<file path="config.mk">
export PLATFORM = sky130hd
export DESIGN_NAME = hyperbus_ck_sequencer_flat
export DESIGN_NICKNAME = d
export VERILOG_FILES = /design/src/rtl/hyperbus_ck_sequencer_if.sv /design/src/rtl/hyperbus_ck_sequencer.sv /design/src/flat_wrapper.sv
export SDC_FILE = /design/constraint.sdc
export NUM_CORES = 1
export LEC_CHECK = 0
export CELL_PAD_IN_SITES_DETAIL_PLACEMENT = 1
export CELL_PAD_IN_SITES_GLOBAL_PLACEMENT = 1
export CORE_MARGIN = 3
export CORE_UTILIZATION = 34
export CTS_BUF_LIST = sky130_fd_sc_hd__clkbuf_4
export CTS_CLUSTER_DIAMETER = 80
export CTS_CLUSTER_SIZE = 16
export DETAILED_ROUTE_END_ITERATION = 7
export MAX_ROUTING_LAYER = met4
export PLACE_DENSITY_LB_ADDON = 0.1
export SLEW_MARGIN = 10
export SYNTH_ARGS = -nofsm -noshare
export SYNTH_HDL_FRONTEND = slang
export SYNTH_SLANG_ARGS = --single-unit
</file>
<file path="constraint.sdc">
create_clock -name clk_i -period 1.8 [get_ports clk_i]
set_input_delay 0.27 -clock clk_i [delete_from_list [all_inputs] [get_ports clk_i]]
set_output_delay 0.27 -clock clk_i [all_outputs]
set_load 0.01 [all_outputs]
</file>
<file path="src/rtl/hyperbus_ck_sequencer_if.sv">
// Handshake and CK/CS# control bundle between the HyperBus transaction FSM
// (master) and the CK/CS# sequencer (slave).
interface hyperbus_ck_sequencer_if #(
  parameter int CNT_W = 16
);
  logic             req_i;
  logic [CNT_W-1:0] len_i;
  logic             stop_i;
  logic             gnt_o;
  logic             cs_no;
  logic             ck_en_o;
  logic [CNT_W-1:0] ck_cnt_o;
  logic             busy_o;
  logic             done_o;

  modport master (
    output req_i, len_i, stop_i,
    input  gnt_o, cs_no, ck_en_o, ck_cnt_o, busy_o, done_o
  );

  modport slave (
    input  req_i, len_i, stop_i,
    output gnt_o, cs_no, ck_en_o, ck_cnt_o, busy_o, done_o
  );
endinterface

</file>
<file path="src/rtl/hyperbus_ck_sequencer.sv">
// HyperBus CK/CS# sequencer: frames each granted transaction with CS# setup,
// a run of exactly len CK-enable cycles (or fewer on stop), CS# hold and a
// minimum CS# high recovery time. Sole owner of the CK gating enable.
module hyperbus_ck_sequencer #(
  parameter int CNT_W    = 16,
  parameter int CSS_CYC  = 2,
  parameter int CSH_CYC  = 2,
  parameter int CSHI_CYC = 4
) (
  input  logic                  clk_i,
  input  logic                  rst_ni,
  hyperbus_ck_sequencer_if.slave bus
);

  // One shared phase counter covers setup, hold and recovery.
  localparam int PH_MAX = (CSS_CYC > CSH_CYC) ?
                          ((CSS_CYC > CSHI_CYC) ? CSS_CYC : CSHI_CYC) :
                          ((CSH_CYC > CSHI_CYC) ? CSH_CYC : CSHI_CYC);
  localparam int PH_W   = (PH_MAX > 1) ? $clog2(PH_MAX) : 1;

  localparam logic [PH_W-1:0] CSS_LD  = PH_W'(CSS_CYC - 1);
  localparam logic [PH_W-1:0] CSH_LD  = PH_W'(CSH_CYC - 1);
  localparam logic [PH_W-1:0] CSHI_LD = PH_W'(CSHI_CYC - 1);

  typedef enum logic [2:0] {
    IDLE    = 3'd0,
    SETUP   = 3'd1,
    RUN     = 3'd2,
    HOLD    = 3'd3,
    RECOVER = 3'd4
  } state_e;

  state_e           state_q, state_d;
  logic [PH_W-1:0]  ph_q, ph_d;
  logic [CNT_W-1:0] len_q, len_d;
  logic             cs_n_q, cs_n_d;
  logic             ck_en_q, ck_en_d;
  logic             busy_q, busy_d;
  logic             done_q, done_d;
  logic             gnt;
  logic             ph_zero;
  logic             len_last;

  assign gnt      = bus.req_i && (state_q == IDLE);
  assign ph_zero  = (ph_q == '0);
  // Length 0 or 1 both mean "this is the final RUN cycle".
  assign len_last = (len_q[CNT_W-1:1] == '0);

  // Next-state, counter and output decode. Outputs are computed from the
  // next state so the registered versions are glitch-free levels.
  always_comb begin
    state_d = state_q;
    ph_d    = ph_q;
    len_d   = len_q;
    case (state_q)
      IDLE: begin
        if (gnt) begin
          state_d = SETUP;
          ph_d    = CSS_LD;
          len_d   = bus.len_i;
        end
      end
      SETUP: begin
        if (ph_zero) begin
          if (len_q != '0) begin
            state_d = RUN;
          end else begin
            state_d = HOLD;
            ph_d    = CSH_LD;
          end
        end else begin
          ph_d = ph_q - 1'b1;
        end
      end
      RUN: begin
        // Saturating decrement: the counter never wraps below zero.
        if (len_q != '0) len_d = len_q - 1'b1;
        if (len_last || bus.stop_i) begin
          state_d = HOLD;
          ph_d    = CSH_LD;
        end
      end
      HOLD: begin
        if (ph_zero) begin
          state_d = RECOVER;
          ph_d    = CSHI_LD;
        end else begin
          ph_d = ph_q - 1'b1;
        end
      end
      RECOVER: begin
        if (ph_zero) begin
          state_d = IDLE;
        end else begin
          ph_d = ph_q - 1'b1;
        end
      end
      default: begin
        state_d = IDLE;
        ph_d    = '0;
      end
    endcase

    cs_n_d  = (state_d == IDLE) || (state_d == RECOVER);
    ck_en_d = (state_d == RUN);
    busy_d  = (state_d != IDLE);
    // Pulse on the final RECOVER cycle, i.e. when RECOVER is entered or
    // continued with the phase counter reaching zero.
    done_d  = (state_d == RECOVER) && (ph_d == '0);
  end

  // State, counters and registered outputs; async reset forces CS# high and
  // CK disabled immediately.
  always_ff @(posedge clk_i or negedge rst_ni) begin
    if (!rst_ni) begin
      state_q <= IDLE;
      ph_q    <= '0;
      len_q   <= '0;
      cs_n_q  <= 1'b1;
      ck_en_q <= 1'b0;
      busy_q  <= 1'b0;
      done_q  <= 1'b0;
    end else begin
      state_q <= state_d;
      ph_q    <= ph_d;
      len_q   <= len_d;
      cs_n_q  <= cs_n_d;
      ck_en_q <= ck_en_d;
      busy_q  <= busy_d;
      done_q  <= done_d;
    end
  end

  assign bus.gnt_o    = gnt;
  assign bus.cs_no    = cs_n_q;
  assign bus.ck_en_o  = ck_en_q;
  assign bus.ck_cnt_o = len_q;
  assign bus.busy_o   = busy_q;
  assign bus.done_o   = done_q;

endmodule
</file>
<file path="src/flat_wrapper.sv">
// flat-port wrapper written by rule: the top's interface ports become plain ports
module hyperbus_ck_sequencer_flat 
#(
  parameter int CNT_W    = 16,
  parameter int CSS_CYC  = 2,
  parameter int CSH_CYC  = 2,
  parameter int CSHI_CYC = 4
)
  (clk_i, rst_ni, bus_req_i, bus_len_i, bus_stop_i, bus_gnt_o, bus_cs_no, bus_ck_en_o, bus_ck_cnt_o, bus_busy_o, bus_done_o);
  hyperbus_ck_sequencer_if #(.CNT_W(CNT_W)) bus_i ();
  input  logic clk_i;
  input  logic rst_ni;
  input wire logic [$bits(bus_i.req_i)-1:0] bus_req_i;
  input wire logic [$bits(bus_i.len_i)-1:0] bus_len_i;
  input wire logic [$bits(bus_i.stop_i)-1:0] bus_stop_i;
  output wire logic [$bits(bus_i.gnt_o)-1:0] bus_gnt_o;
  output wire logic [$bits(bus_i.cs_no)-1:0] bus_cs_no;
  output wire logic [$bits(bus_i.ck_en_o)-1:0] bus_ck_en_o;
  output wire logic [$bits(bus_i.ck_cnt_o)-1:0] bus_ck_cnt_o;
  output wire logic [$bits(bus_i.busy_o)-1:0] bus_busy_o;
  output wire logic [$bits(bus_i.done_o)-1:0] bus_done_o;
  assign bus_i.req_i = bus_req_i;
  assign bus_i.len_i = bus_len_i;
  assign bus_i.stop_i = bus_stop_i;
  assign bus_gnt_o = bus_i.gnt_o;
  assign bus_cs_no = bus_i.cs_no;
  assign bus_ck_en_o = bus_i.ck_en_o;
  assign bus_ck_cnt_o = bus_i.ck_cnt_o;
  assign bus_busy_o = bus_i.busy_o;
  assign bus_done_o = bus_i.done_o;
  hyperbus_ck_sequencer #(.CNT_W(CNT_W), .CSS_CYC(CSS_CYC), .CSH_CYC(CSH_CYC), .CSHI_CYC(CSHI_CYC)) u_core (.clk_i(clk_i), .rst_ni(rst_ni), .bus(bus_i));
endmodule
</file>
==> summary by stage <==
Outcome
The flow ran to the end, but the final reports show violations. The final reports fail on setup timing.

Cells and area
The top cell types in the final layout, fill and taps aside, are 47 x sky130_fd_sc_hd__buf_4, 35 x sky130_fd_sc_hd__clkdlybuf4s50_1, 21 x sky130_fd_sc_hd__dfrtp_1, 14 x sky130_fd_sc_hd__nand2_1, 11 x sky130_fd_sc_hd__buf_6. The commonest non-fill, non-tap cell in the layout is sky130_fd_sc_hd__buf_4. After the last flow step, the layout net total stands at 294. The fraction of layout cells with a size suffix above 1 is 37.5%. The area growth from synthesis to layout is 62.8%. The final standard cell area without fillers is 0.00269 mm². The number of antenna diodes is 0. Measured on the finished design, the core utilization comes to around 60%.

STA
The final count of hold timing violations is 0. Measured against its own limit, the worst slew margin works out to 59.3%. For the pin with the worst max-slew slack, the measured transition is between 0.6 and 0.7 ns. The smallest clock period supported by the final layout is computed as 1.91 ns.

After layout, the worst setup slack is -0.111 ns. Setup repair after global routing could not meet its margin everywhere. Hold timing on the final database bottoms out at a slack of 0.291 ns. Clock skew on the completed layout was measured at 0.00567 ns. The final count of pins violating max slew is 0. The final critical path takes up 106% of the cycle.

The total of endpoints with negative setup slack in the final report is 14. Based on the critical path, the design can be clocked at up to 523 MHz.

Yosys
The most used flip-flop cell after synthesis is sky130_fd_sc_hd__dfrtp_1. The sequential element share of the synthesized area is ~38%. The synthesized netlist net count is 204. The total number of yosys warnings is 0.

After synthesis, the mean cell area works out to approximately 9 µm². After synthesis, the netlist uses 57 different library cells. The register bit count reported by yosys is 25. The area of the mapped netlist is 0.00165 mm². Yosys mapped a number of flops with a built-in enable equal to 0. The number of standard cells after synthesis is 180.

After synthesis, the share of flip-flops with an asynchronous set or reset is 100%.

Drt
After detailed routing, the number of remaining DRC violations is 0. The number of search-and-repair iterations in the first detailed-routing pass is 4. The routed wire length is 6210 µm. Dividing the detail-routed via count by the number of cells gives 5.60. The routed layout has 1872 vias. The first-iteration detailed-routing DRC count is 81.

Dividing the detail-routed wire length by the instance count gives between 15 and 20 µm. The remaining antenna violation count after routing is 0.

Floorplanning
The floorplan has 24 rows. The height of the chip is between 70 and 80 µm. The chip width is between 70 and 80 µm. For this design the top-level I/O count stands at between 40 and 50. The area of the core is ~0.0045 mm². The die covers 0.00573 mm². The initial utilization of the core area, before any placement, comes to 36.5%.

Critical path
STA classifies the critical path startpoint as a register. In this run the critical register-to-register path is captured at u_core.bus.ck_cnt_o[4]. The worst endpoint required time is slightly above 2 ns.

Measured in cells, the most critical reg-to-reg path has a length of 8. The worst reg2reg path startpoint is u_core.bus.ck_cnt_o[1]. The reg2reg setup slack is -0.11 ns. The highest net fanout along the worst path is 5. The category of the worst setup path capture point is a register.

The critical path is of the register to register type. Data on the critical path arrives at its endpoint at 2.15 ns.

Clock tree
The insertion delay to the later sink of the worst-skew pair is ~0.33 ns. The clock buffer count from CTS is 3. The clock tree from TritonCTS is yes.

The total number of clock tree sinks is 25. Clock-pin slew was measured on the worst setup and hold paths at 0.15 ns. The number of hold buffers added after CTS is 0. The clock passes through at most 2 buffers.

CTS built an H-tree with a depth of 1. The master cell of the clock root buffer is sky130_fd_sc_hd__clkbuf_4.

GRT
The via count of the first global-routing pass is just under 2000. The leftover overflow at the end of global routing is 0. Entering global routing, the biggest net connects 26 pins. Global routing used 22.5% of the available tracks across all layers. The initial antenna violation count is 0. The first global-routing pass estimated ~9600 µm of wire.

Hold path
The worst hold path belongs to the class primary input to async pin.

Place
The count of buffers from port buffering is 40. The half-perimeter wire length after placement is 4380 µm. The cell area reported after detailed placement is between 0.002 and 0.0025 mm².

The weighted congestion at the end of routability-driven global placement is 0.803. The worst setup slack after placement is -0.358 ns.

Power
The leakage power is 1.13 nW. The worst-case IR drop observed on VDD is 803 µV. The ratio of total power to cell area is 1820 mW/mm². The total power consumption of the routed design is 0.00491 W.

Flow run
The number of violations of the max-capacitance limit is 0.
[layout make-up]
type / count / area [µm²]
clock buffer: 4 / 30.0
fill: 529 / 1840
inverter: 10 / 37.5
multi-input combinational: 133 / 1030
sequential: 25 / 631
tap: 65 / 81.3
timing repair buffer: 97 / 877
[cell usage after synthesis (3+ instances only)]
cell / instances / area [µm²]
sky130_fd_sc_hd__dfrtp_1: 24 / 601
sky130_fd_sc_hd__nand2_1: 15 / 56.3
sky130_fd_sc_hd__nor2_1: 10 / 37.5
sky130_fd_sc_hd__inv_1: 9 / 33.8
sky130_fd_sc_hd__nand3_1: 9 / 45.0
sky130_fd_sc_hd__o211ai_1: 9 / 67.6
sky130_fd_sc_hd__a21oi_1: 7 / 35.0
sky130_fd_sc_hd__clkbuf_1: 6 / 22.5
sky130_fd_sc_hd__nor3_1: 5 / 25.0
sky130_fd_sc_hd__o21ai_0: 5 / 25.0
sky130_fd_sc_hd__o311ai_0: 5 / 43.8
sky130_fd_sc_hd__a22oi_1: 4 / 30.0
sky130_fd_sc_hd__ha_1: 4 / 50.1
sky130_fd_sc_hd__nand4_1: 4 / 25.0
sky130_fd_sc_hd__o22ai_1: 4 / 25.0
sky130_fd_sc_hd__or3_1: 4 / 25.0
sky130_fd_sc_hd__buf_2: 3 / 15.0
sky130_fd_sc_hd__nor4_1: 3 / 18.8
sky130_fd_sc_hd__o31a_1: 3 / 26.3
[worst max path at each step]
stage	depth (start not counted)	slack, ns	endpoint	startpoint
5_1_grt	9	-0.22	u_core.bus.ck_cnt_o[12]	u_core.bus.ck_cnt_o[0]
4_1_cts	6	-0.03	u_core.bus.ck_cnt_o[6]	u_core.bus.ck_cnt_o[0]
3_5_place_dp	4	-0.36	bus_gnt_o	bus_req_i
2_1_floorplan	6	0.006	u_core.bus.ck_cnt_o[6]	u_core.bus.ck_cnt_o[0]
6_report	8	-0.11	u_core.bus.ck_cnt_o[4]	u_core.bus.ck_cnt_o[1]
3_3_place_gp	4	-0.36	bus_gnt_o	bus_req_i
[per-layer routing]
metal	GRT usage, %	vias to the layer above	part of all wire, %
li1	-	880	-
met1	28.5	938	45
met2	38.1	48	51
met3	2.51	6	2.7
met4	5.83	0	0.95
met5	-	-	0
[cells by family (layout without fill, tap and decap cells)]
kind of cell | Yosys count | after routing | share of synthesized area (%)
flip-flops | 25 | 25 | 37.9
buffers and inverters | 22 | 111 | 5.53
multiplexers | 1 | 1 | 0.908
AND/OR/NAND/NOR | 67 | 67 | 24.9
AO/OA/AOI/OAI | 60 | 60 | 27.2
adder cells (fa/ha/maj) | 4 | 4 | 3.03
XOR/XNOR | 1 | 1 | 0.530
[worst max-delay path, stage by stage (launching register included)]
cell and delay [ns]:
sky130_fd_sc_hd__dfrtp_2 0.44, sky130_fd_sc_hd__inv_2 0.07, sky130_fd_sc_hd__ha_4 0.13, sky130_fd_sc_hd__nor3b_4 0.26, sky130_fd_sc_hd__buf_4 0.16, sky130_fd_sc_hd__and4_4 0.28
sky130_fd_sc_hd__o21ai_2 0.10, sky130_fd_sc_hd__buf_4 0.15, sky130_fd_sc_hd__o221a_2 0.23
[per-stage QoR]
| stage | cells | setup TNS, ns |
|---|---|---|
| detailed placement | 318 | -3.54 |
| CTS | 331 | -0.0572 |
| global route | 334 | -2.15 |
| floorplan | 180 | 0 |
| finish | 334 | -0.962 |
| global placement | 318 | -2.82 |
[power breakdown]
part / total [W] / internal [W] / switching, W
Combinational: 0.00353 / 0.00182 / 0.00171
Clock: 0.000289 / 0.000102 / 0.000187
Sequential: 0.00109 / 0.000843 / 0.000244
Total: 0.00491 / 0.00276 / 0.00214
[sequential cells by signal (all words and copies together) (netlist names)]
signal	count
u_core.bus.cs_no	1
u_core.bus.ck_en_o	1
u_core.bus.busy_o	1
u_core.bus.ck_cnt_o	16
u_core.ph_q	2
u_core.bus.done_o	1
u_core.state_q	3
[timing repair]
item | in CTS | in global routing
setup buffers | 8 | 4
pin swaps | 6 | 16
gates resized for setup | 24 | 24
cloned | 1 | 0
endpoints found under the setup margin | 19 | 22
No activity file was read; power rests on OpenSTA's default activity.
==> edit, RTL diff (same settings) <==
Re-encode `state_e` (5 states) as one-hot, 5 bits wide.
--- a/src/rtl/hyperbus_ck_sequencer.sv
+++ b/src/rtl/hyperbus_ck_sequencer.sv
@@ -24,8 +24,8 @@
 
-  typedef enum logic [2:0] {
-    IDLE    = 3'd0,
-    SETUP   = 3'd1,
-    RUN     = 3'd2,
-    HOLD    = 3'd3,
-    RECOVER = 3'd4
+  typedef enum logic [4:0] {
+    IDLE    = 5'b00001,
+    SETUP   = 5'b00010,
+    RUN     = 5'b00100,
+    HOLD    = 5'b01000,
+    RECOVER = 5'b10000
   } state_e;
Behaviour: no difference found for any inputs over 10 cycles, from zero or initial values and one cycle with rst_ni low; not proved beyond that.
==> edit against the unedited design <==
  * The flow still finishes with violations (setup timing)
  * Non-clock buffer count grew 26
  * Via count grew 25%
  * Total power grew 15%
  * Final area grew 24%
  * Routed wire length grew 46%
  * Worst setup slack lost 0.16 ns
  * Area after synthesis grew 14%
  * Combinational power grew 18%
  * Sequential cell count grew 2
  * Critical path type unchanged
==> edit: results (changes against the unedited design) <==
- Slew @ Worst Pin: 0.399 ns (-0.204 ns)
- Top post-synthesis cells by area: dfrtp_1 33%, o21ai_0 4.2%, nor2_1 4.0%
- Ys flop type: dfrtp_1
- Hold_ws: 0.285 ns (-0.00591 ns)
- Async S/R FF share, synth: 100% (unchanged)
- Skew-Pair Late Insertion Delay: 0.35 ns (+0.02 ns)
- Synth cell count leaders: 25 x dfrtp_1, 20 x nor2_1, 17 x nand2_1, 16 x o21ai_0, 13 x a21oi_1
- Post-Syn Area per Cell: 8.88 µm² (-3.3%)
- Fin nets: 354 (+20%)
- Setup crit end: u_core.bus.ck_cnt_o[12]
- Root Buffer Master: clkbuf_4
- Maximum number of pins on one net before global-route repair: 28 (+7.7%)
- Number of global-route vias before repair: 2323 (+19%)
- TritonRoute pass-1 iters: 4 (unchanged)
- First-pass GRT wire length: 12.0 mm (+25%)
- Crit path arrival time: 2.37 ns (+0.22 ns)
- Avg Vias per Cell: 5.87 (+4.8%)
- Worst setup path start: u_core.bus.ck_cnt_o[0]
- DR iter-0 viols: 130 (+60%)
- Top sig layer: met4
- DR WL/cell: 22.7 µm (+22%)
- GRT Total Usage: 24.4% (+1.9 points)
- FF-to-FF path depth: 7 (-1)
- Netlist cell types: 58 (+1.8%)
- Setup ws final: -0.276 ns (-0.165 ns)
- Routed wl met3: 496 µm (+190%)
- Final RePlAce weighted congestion: 0.890 (+11%)
- Post-synth EDFFs: 0 (unchanged)
- Detail Placement HPWL: 5.13 mm (+17%)
- CP delay by family, top: compound AO/OA/AOI/OAI gates
- Syn. warnings: 0 (unchanged)
- CTS HTree Levels: 1 (unchanged)
- Met2 wire len: 4.69 mm (+48%)
- Failing checks: setup timing
- Clock Tree Buf Depth: 2 (unchanged)
- Layout cells sized above 1: 46.2% (+8.7 points)
- VDD IR max: 0.689 mV (-14%)
- Clock skew: 0.00957 ns (+0.00390 ns)
- Crit path max fanout: 3 (-2)
- Leakage: 1.45 nW (+28%)
- Final setup viols: 27 (+13)
- Initial antenna violation count: 0 (unchanged)
- Syn_nets: 237 (+16%)
- Non-filler cells, final: 399 (+19%)
- Worst hold path type: in2async
- Wl on met1: 3.73 mm (+33%)
- Status: complete, but fails checks
- TritonCTS Buffers: 3 (unchanged)
- Sequential cell area fraction in the yosys report: 35.8% (-2.1 points)
- I/O Buffers: 40 (unchanged)
- Clock-pin slew on the worst setup and hold paths: 0.18 ns (+0.03 ns)
- Worst path slowest cell: dfrtp_1
- DP Cell Count: 377 (+19%)
[edit: metrics by stage]
| step | setup TNS (ns) | setup slack [ns] | area [µm²] |
|---|---|---|---|
| 2_1_floorplan | 0 | 0.00402 | 1890 |
| 3_3_place_gp | -2.50 | -0.177 | 2810 |
| 3_5_place_dp | -3.86 | -0.258 | 2810 |
| 4_1_cts | -0.797 | -0.0867 | 3100 |
| 5_1_grt | -4.84 | -0.304 | 3340 |
| 6_report | -3.35 | -0.276 | 3340 |
[edit: logic make-up (layout without fill, tap and decap cells)]
family | count (synthesis) | in the layout | synth area share, %
flops | 27 | 27 | 35.8
xor+xnor | 1 | 1 | 0.463
fa+ha+maj | 4 | 4 | 2.65
compound gates | 68 | 68 | 24.7
simple gates | 94 | 94 | 31.4
buf+inv | 18 | 134 | 4.43
mux | 1 | 1 | 0.529
[edit: per-layer routing]
layer,track usage [%],up-vias
li1,-,1039
met1,33.3,1189
met2,39.7,100
met3,2.13,16
met4,4.90,0
met5,-,-
[edit: area by class of cell]
cell class	instances	area, µm²
Multi-Input combinational cell	168	1430
Clock buffer	3	22.5
Inverter	7	26.3
Sequential cell	27	681
Fill cell	579	1900
Timing Repair Buffer	123	1080
Clock inverter	1	7.51
Tap cell	70	87.6
[edit: where the power goes]
group          internal, mW  switching, mW  leakage [nW]
Clock                0.0852          0.219        0.0139
Combinational          2.05           2.10          1.10
Sequential            0.884          0.296         0.334
Total                  3.02           2.61          1.45
[edit: what timing repair did]
item                                   CTS  global route
setup buffers                           11             7
endpoints found under the hold margin    0             0
hold buffers                             0             0
gates resized for setup                 47            45
setup endpoints to repair               26            30
pin swaps                               15            15
